==> src/rtl/fib_job_sequencer.sv <==
// Fibonacci job sequencer: accepts an index range from the host and requests one
// engine computation per index over the start/i/done handshake. Each result is
// streamed out as (index, value) over valid/ready. Every engine request has a
// timeout guard.
module fib_job_sequencer #(
    parameter int IDX_W   = 5,
    parameter int DATA_W  = 32,
    parameter int TIMEOUT = 64
) (
    input  logic              clk,
    input  logic              rst,
    // host command channel
    input  logic              cmd_valid,
    output logic              cmd_ready,
    input  logic [IDX_W-1:0]  cmd_first,
    input  logic [IDX_W-1:0]  cmd_last,
    // engine handshake
    output logic              fib_start,
    output logic [IDX_W-1:0]  fib_i,
    input  logic              fib_done,
    input  logic [DATA_W-1:0] fib_result,
    // result stream
    output logic              res_valid,
    input  logic              res_ready,
    output logic [IDX_W-1:0]  res_idx,
    output logic [DATA_W-1:0] res_data,
    output logic              res_last,
    // status
    output logic              busy,
    output logic              err_timeout,
    output logic              err_range
);

    // The timer only has to count 0..TIMEOUT-1.
    localparam int               TMR_W   = (TIMEOUT > 2) ? $clog2(TIMEOUT) : 1;
    localparam logic [TMR_W-1:0] TMR_MAX = TMR_W'(TIMEOUT - 1);

    typedef enum logic [1:0] {
        S_IDLE,
        S_ISSUE,
        S_WAIT,
        S_PUSH
    } state_t;

    state_t              r_state;
    state_t              w_next;
    logic [IDX_W-1:0]    r_cur;
    logic [IDX_W-1:0]    r_last;
    logic [TMR_W-1:0]    r_timer;
    logic [IDX_W-1:0]    r_res_idx;
    logic [DATA_W-1:0]   r_res_data;
    logic                r_res_last;
    logic                r_err_timeout;
    logic                r_err_range;

    logic                w_accept;
    logic                w_bad_range;
    logic                w_expired;
    logic                w_at_last;

    assign w_accept    = (r_state == S_IDLE) && cmd_valid;
    assign w_bad_range = cmd_first > cmd_last;
    assign w_expired   = (r_timer == TMR_MAX);
    // cur stops at last, so an all-ones last index never needs to wrap.
    assign w_at_last   = (r_cur == r_last);

    // State register.
    always_ff @(posedge clk or posedge rst) begin
        if (rst) begin
            r_state <= S_IDLE;
        end else begin
            // NOTE: all clocked state uses non-blocking assignments so every register
            // samples pre-edge values regardless of statement order.
            r_state <= w_next;
        end
    end

    // Next-state decode; fib_done only matters while waiting on the engine.
    always_comb begin
        // NOTE: default first so every path assigns w_next and no latch is inferred.
        w_next = r_state;
        case (r_state)
            S_IDLE:  if (w_accept && !w_bad_range) w_next = S_ISSUE;
            S_ISSUE: w_next = S_WAIT;
            S_WAIT: begin
                if (fib_done)       w_next = S_PUSH;   // done wins over expiry
                else if (w_expired) w_next = S_IDLE;
            end
            S_PUSH:  if (res_ready) w_next = w_at_last ? S_IDLE : S_ISSUE;
            default: w_next = S_IDLE;
        endcase
    end

    // Job registers, request timer, result capture and error flags.
    always_ff @(posedge clk or posedge rst) begin
        if (rst) begin
            r_cur         <= '0;
            r_last        <= '0;
            r_timer       <= '0;
            r_res_idx     <= '0;
            r_res_data    <= '0;
            r_res_last    <= 1'b0;
            r_err_timeout <= 1'b0;
            r_err_range   <= 1'b0;
        end else begin
            r_err_range <= 1'b0;
            case (r_state)
                S_IDLE: begin
                    if (w_accept) begin
                        r_cur         <= cmd_first;
                        r_last        <= cmd_last;
                        r_err_timeout <= 1'b0;
                        r_err_range   <= w_bad_range;
                    end
                end
                S_ISSUE: begin
                    r_timer <= '0;
                end
                S_WAIT: begin
                    r_timer <= r_timer + 1'b1;
                    if (fib_done) begin
                        r_res_data <= fib_result;
                        r_res_idx  <= r_cur;
                        r_res_last <= w_at_last;
                    end else if (w_expired) begin
                        r_err_timeout <= 1'b1;
                    end
                end
                S_PUSH: begin
                    if (res_ready && !w_at_last) r_cur <= r_cur + 1'b1;
                end
                default: ;
            endcase
        end
    end

    assign cmd_ready   = (r_state == S_IDLE);
    assign fib_start   = (r_state == S_ISSUE);
    assign fib_i       = r_cur;
    assign res_valid   = (r_state == S_PUSH);
    assign res_idx     = r_res_idx;
    assign res_data    = r_res_data;
    assign res_last    = r_res_last;
    assign busy        = (r_state != S_IDLE);
    assign err_timeout = r_err_timeout;
    assign err_range   = r_err_range;

endmodule

==> config.mk <==
export PLATFORM = sky130hd
export DESIGN_NAME = fib_job_sequencer
export DESIGN_NICKNAME = d
export VERILOG_FILES = /design/src/rtl/fib_job_sequencer.sv
export SDC_FILE = /design/constraint.sdc
export NUM_CORES = 1
export LEC_CHECK = 0
export ABC_CLOCK_PERIOD_IN_PS = 2650
export CAP_MARGIN = 10
export CORE_MARGIN = 4
export CORE_UTILIZATION = 48
export DETAILED_ROUTE_END_ITERATION = 7
export PLACE_DENSITY = 0.95
export SLEW_MARGIN = 10
export SYNTH_ARGS = -nofsm -noshare
export SYNTH_HDL_FRONTEND = slang
export SYNTH_SLANG_ARGS = --single-unit
==> constraint.sdc <==
create_clock -name clk -period 2.65 [get_ports clk]
set_input_delay 0.53 -clock clk [delete_from_list [all_inputs] [get_ports clk]]
set_output_delay 0.53 -clock clk [all_outputs]
set_load 0.01 [all_outputs]
==> results by group <==
STA
  • Slew @ Worst Pin: 0.538 ns
  • Fin crit period: between 2 and 2.5 ns
  • Hold Slack: 0.486 ns
  • Final worst setup slack: roughly 0.29 ns
  • Max-Slew Margin vs Limit: approximately 64%
  • Period utilization: between 80% and 90%
  • Fin. Hold Viols: 0
  • Final setup fails: 0
  • Layout Skew: between 0.007 and 0.008 ns
  • RSZ-0062 raised after global routing: false
  • Max Fclk: 424 MHz
  • Setup TNS: 0 ns
  • Final Max Slew Viols: 0

Synthesis
  • Library cells used by synthesis: 35
  • Mapped cell area: 2660 um^2
  • Synthesis warning total: 0
  • Synth async-reset ratio: 100%
  • Main synth FF type: dfrtp_1
  • Syn nets: around 280
  • Cells after Synth: about 220
  • Number of flops mapped to enable cells by yosys: 0
  • Register area share after synthesis: 54.6%
  • Synth Register Bits: 58
  • Avg Inst Size Synth: 11.9 um^2

Power
  • Power per cell area: approximately 1200 nW/um^2
  • Worst vdd ir: around 0.66 mV
  • P_int: 0.00295 W
  • Pwr Total: about 0.0045 W
  • Switching pwr: around 0.0016 W
  • Comb pwr share: 50.0%
  • Pleak: 1.68 nW
  • Switch share: a little over a third
  • Reg power frac: roughly 35%
  • Clock power share: 15.5%

Setup path
  • Critical Path Fanout Max: 12
  • Crit Path Class: flop to output port
  • Crit path DAT: between 1.5 and 2 ns
  • CP top delay family: buffers and inverters
  • CP Capture Type: output port
  • Worst setup SP type: flop
  • WP buf/inv: 1
  • Crit-path slowest cell: clkdlybuf4s50_1
  • Crit-path max cell delay: around 0.63 ns
  • Crit-path cells: ha_1 -> clkdlybuf4s50_1
  • Worst path required time: 2.12 ns

GRT
  • Antenna violations before repair: 0
  • All-layer global routing usage: 19.3%
  • Grt total ovfl: 0
  • Largest net degree at the start of global routing: 43
  • First-pass GRT wire length: 9780 um
  • Vias in the first global route: 2116

Final layout
  • Share of cells above drive strength 1: 18.5%
  • Finished Layout Cells: 399
  • Area delta synth->final: 45.6%
  • Fill cell count: 360
  • Ant. Diodes: 0
  • Final #Nets: 383

Run status
  • Status: finished clean

Detailed routing
  • WL final: 6300 um
  • 1st-iter DRT viols: 83
  • Final ANT Viol Nets: 0
  • Avg WL per Cell: 15.8 um
  • Vias per inst: 5.17
  • Via count: 2064
  • Drt pass-1 iters: 4
  • DRC violations left: 0

Placement
  • Placed cell count: ~380
  • Placed wire-length estimate: ~4800 um
  • DP Worst Slack: 0.398 ns
  • Port Buffer Count: 95
  • RD Place Congestion: roughly 0.9

Die
  • Effective utilization at floorplan: 50.8%
  • Full die area: 6800 um^2
  • Rows: 26
  • DIE WIDTH: ~82 um
  • I/O pin count: between 90 and 100
  • Die Y: 82.4 um
  • Core box area: 5240 um^2

CTS
  • Worst skew pair latency: ~0.33 ns
  • CTS resizes: 0
  • Num CTS Buffers: 9
  • TritonCTS Sinks: 58
  • H-tree depth: 3
  • Clock tree from TritonCTS: done
  • Reg clk slew, reported paths: 0.06 ns
  • Root Driver: clkbuf_8
  • Post-CTS setup buffers: 0
  • # hold bufs at CTS: 0
  • CTS Buffer Depth: 2

Worst hold path
  • Hold/Removal Path Class: flop to flop

Flow run
  • Max Cap Viol: 0
[path summary, 6_finish.rpt]
path / start / endpoint / slack (ns) / cells after the start
worst max register to register: r_state[0] / fib_i[1] / 0.59 / 6
max in group asynchronous: rst / res_data[15] / 1.41 / 3
worst min register to register: res_idx[4] / res_idx[4] / 0.49 / 2
worst max-delay path: r_state[0] / res_valid / 0.29 / 2
worst min-delay path: res_idx[4] / res_idx[4] / 0.49 / 2
min in group asynchronous: rst / res_data[3] / 0.57 / 2
[tightest hold or removal path: stages, from the launching register on]
cell and delay, ns:
dfrtp_1 0.34, nand2_1 0.04, o21ai_0 0.06
[logic make-up (layout without fill, tap and decap cells)]
| kind of cell | count (synthesis) | count (layout) | share of synthesized area, % |
|---|---|---|---|
| DFF | 58 | 58 | 54.6 |
| AOI/OAI and AO/OA | 42 | 42 | 9.92 |
| muxes | 39 | 39 | 16.4 |
| buffers and inverters | 27 | 132 | 4.04 |
| xor gates and xnor gates | 6 | 6 | 1.98 |
| and+or+nand+nor | 41 | 41 | 7.90 |
| adders and majority gates | 11 | 11 | 5.17 |
[final cells by class]
cell class | count | area, um^2 | share of cell area, %
Clock buffer | 12 | 155 | 4.01
Tap cell | 70 | 87.6 | 2.26
Timing Repair Buffer | 99 | 993 | 25.6
Multi-Input combinational cell | 139 | 1100 | 28.5
Clock inverter | 3 | 15.0 | 0.388
Sequential cell | 58 | 1450 | 37.5
Inverter | 18 | 67.6 | 1.74
[synth_stat cells, types with 2 or more instances]
| cell type | count | share of area, % |
|---|---|---|
| dfrtp_1 | 58 | 55 |
| mux2_2 | 37 | 16 |
| inv_1 | 18 | 2.5 |
| nand2_1 | 18 | 2.5 |
| o21ai_0 | 14 | 2.6 |
| ha_1 | 11 | 5.2 |
| a21oi_1 | 9 | 1.7 |
| nand3_1 | 6 | 1.1 |
| nor2_1 | 6 | 0.85 |
| a31oi_1 | 5 | 1.2 |
| buf_2 | 5 | 0.94 |
| xor2_1 | 5 | 1.6 |
| clkbuf_1 | 4 | 0.56 |
| a41oi_1 | 2 | 0.66 |
| mux2i_1 | 2 | 0.75 |
| nand4_1 | 2 | 0.47 |
| nor2b_1 | 2 | 0.47 |
| o22ai_1 | 2 | 0.47 |
| or3_1 | 2 | 0.47 |
[sequential cells by signal, summed over array words and instances, names as in the netlist]
name,flops
res_data,32
r_timer,6
fib_i,5
r_last,5
res_idx,5
r_state,2
err_range,1
err_timeout,1
res_last,1
[power by group through the flow]
stage	Clock, W	Combinational, W	Sequential, W
4_1_cts	0.000722	0.00230	0.00157
6_report	0.000706	0.00227	0.00157
3_3_place_gp	0	0.00221	0.00155
3_5_place_dp	0	0.00229	0.00158
5_1_grt	0.000765	0.00248	0.00162
2_1_floorplan	0	0.00108	0.00169
[per-stage QoR]
| step | area, um^2 | util [%] |
|---|---|---|
| 2_1_floorplan | 2660 | - |
| 3_3_place_gp | 3700 | 70.7 |
| 3_5_place_dp | 3700 | 70.7 |
| 4_1_cts | 3870 | 74.0 |
| 5_1_grt | 3870 | 74.0 |
| 6_report | 3870 | 74.0 |
[layout by cell type, fill, tap and decap left out, types with 2 or more instances in the layout]
| cell type | instances |
|---|---|
| a21oi_1 | 9 |
| o21ai_0 | 14 |
| clkbuf_8 | 11 |
| ha_1 | 11 |
| a41oi_1 | 2 |
| mux2_2 | 37 |
| inv_1 | 17 |
| dfrtp_1 | 58 |
| o22ai_1 | 2 |
| nand2_2 | 2 |
| clkdlybuf4s50_1 | 95 |
| or3_1 | 2 |
| nor2_1 | 6 |
| nand4_1 | 2 |
| nand3_1 | 6 |
| xor2_1 | 5 |
| nand2_1 | 17 |
| nor2b_1 | 2 |
| a31oi_1 | 5 |
| buf_4 | 3 |
| mux2i_1 | 2 |
| clkinv_2 | 3 |
[metal layers]
metal | global-route usage (%) | vias to the layer above | part of all wire, %
li1 | - | 987 | -
met1 | 23.6 | 988 | 42
met2 | 32.3 | 80 | 49
met3 | 6.18 | 9 | 7.6
met4 | 6.31 | 0 | 1.7
met5 | 0 | - | 0
Note: power is estimated with default switching activity, not from simulation.
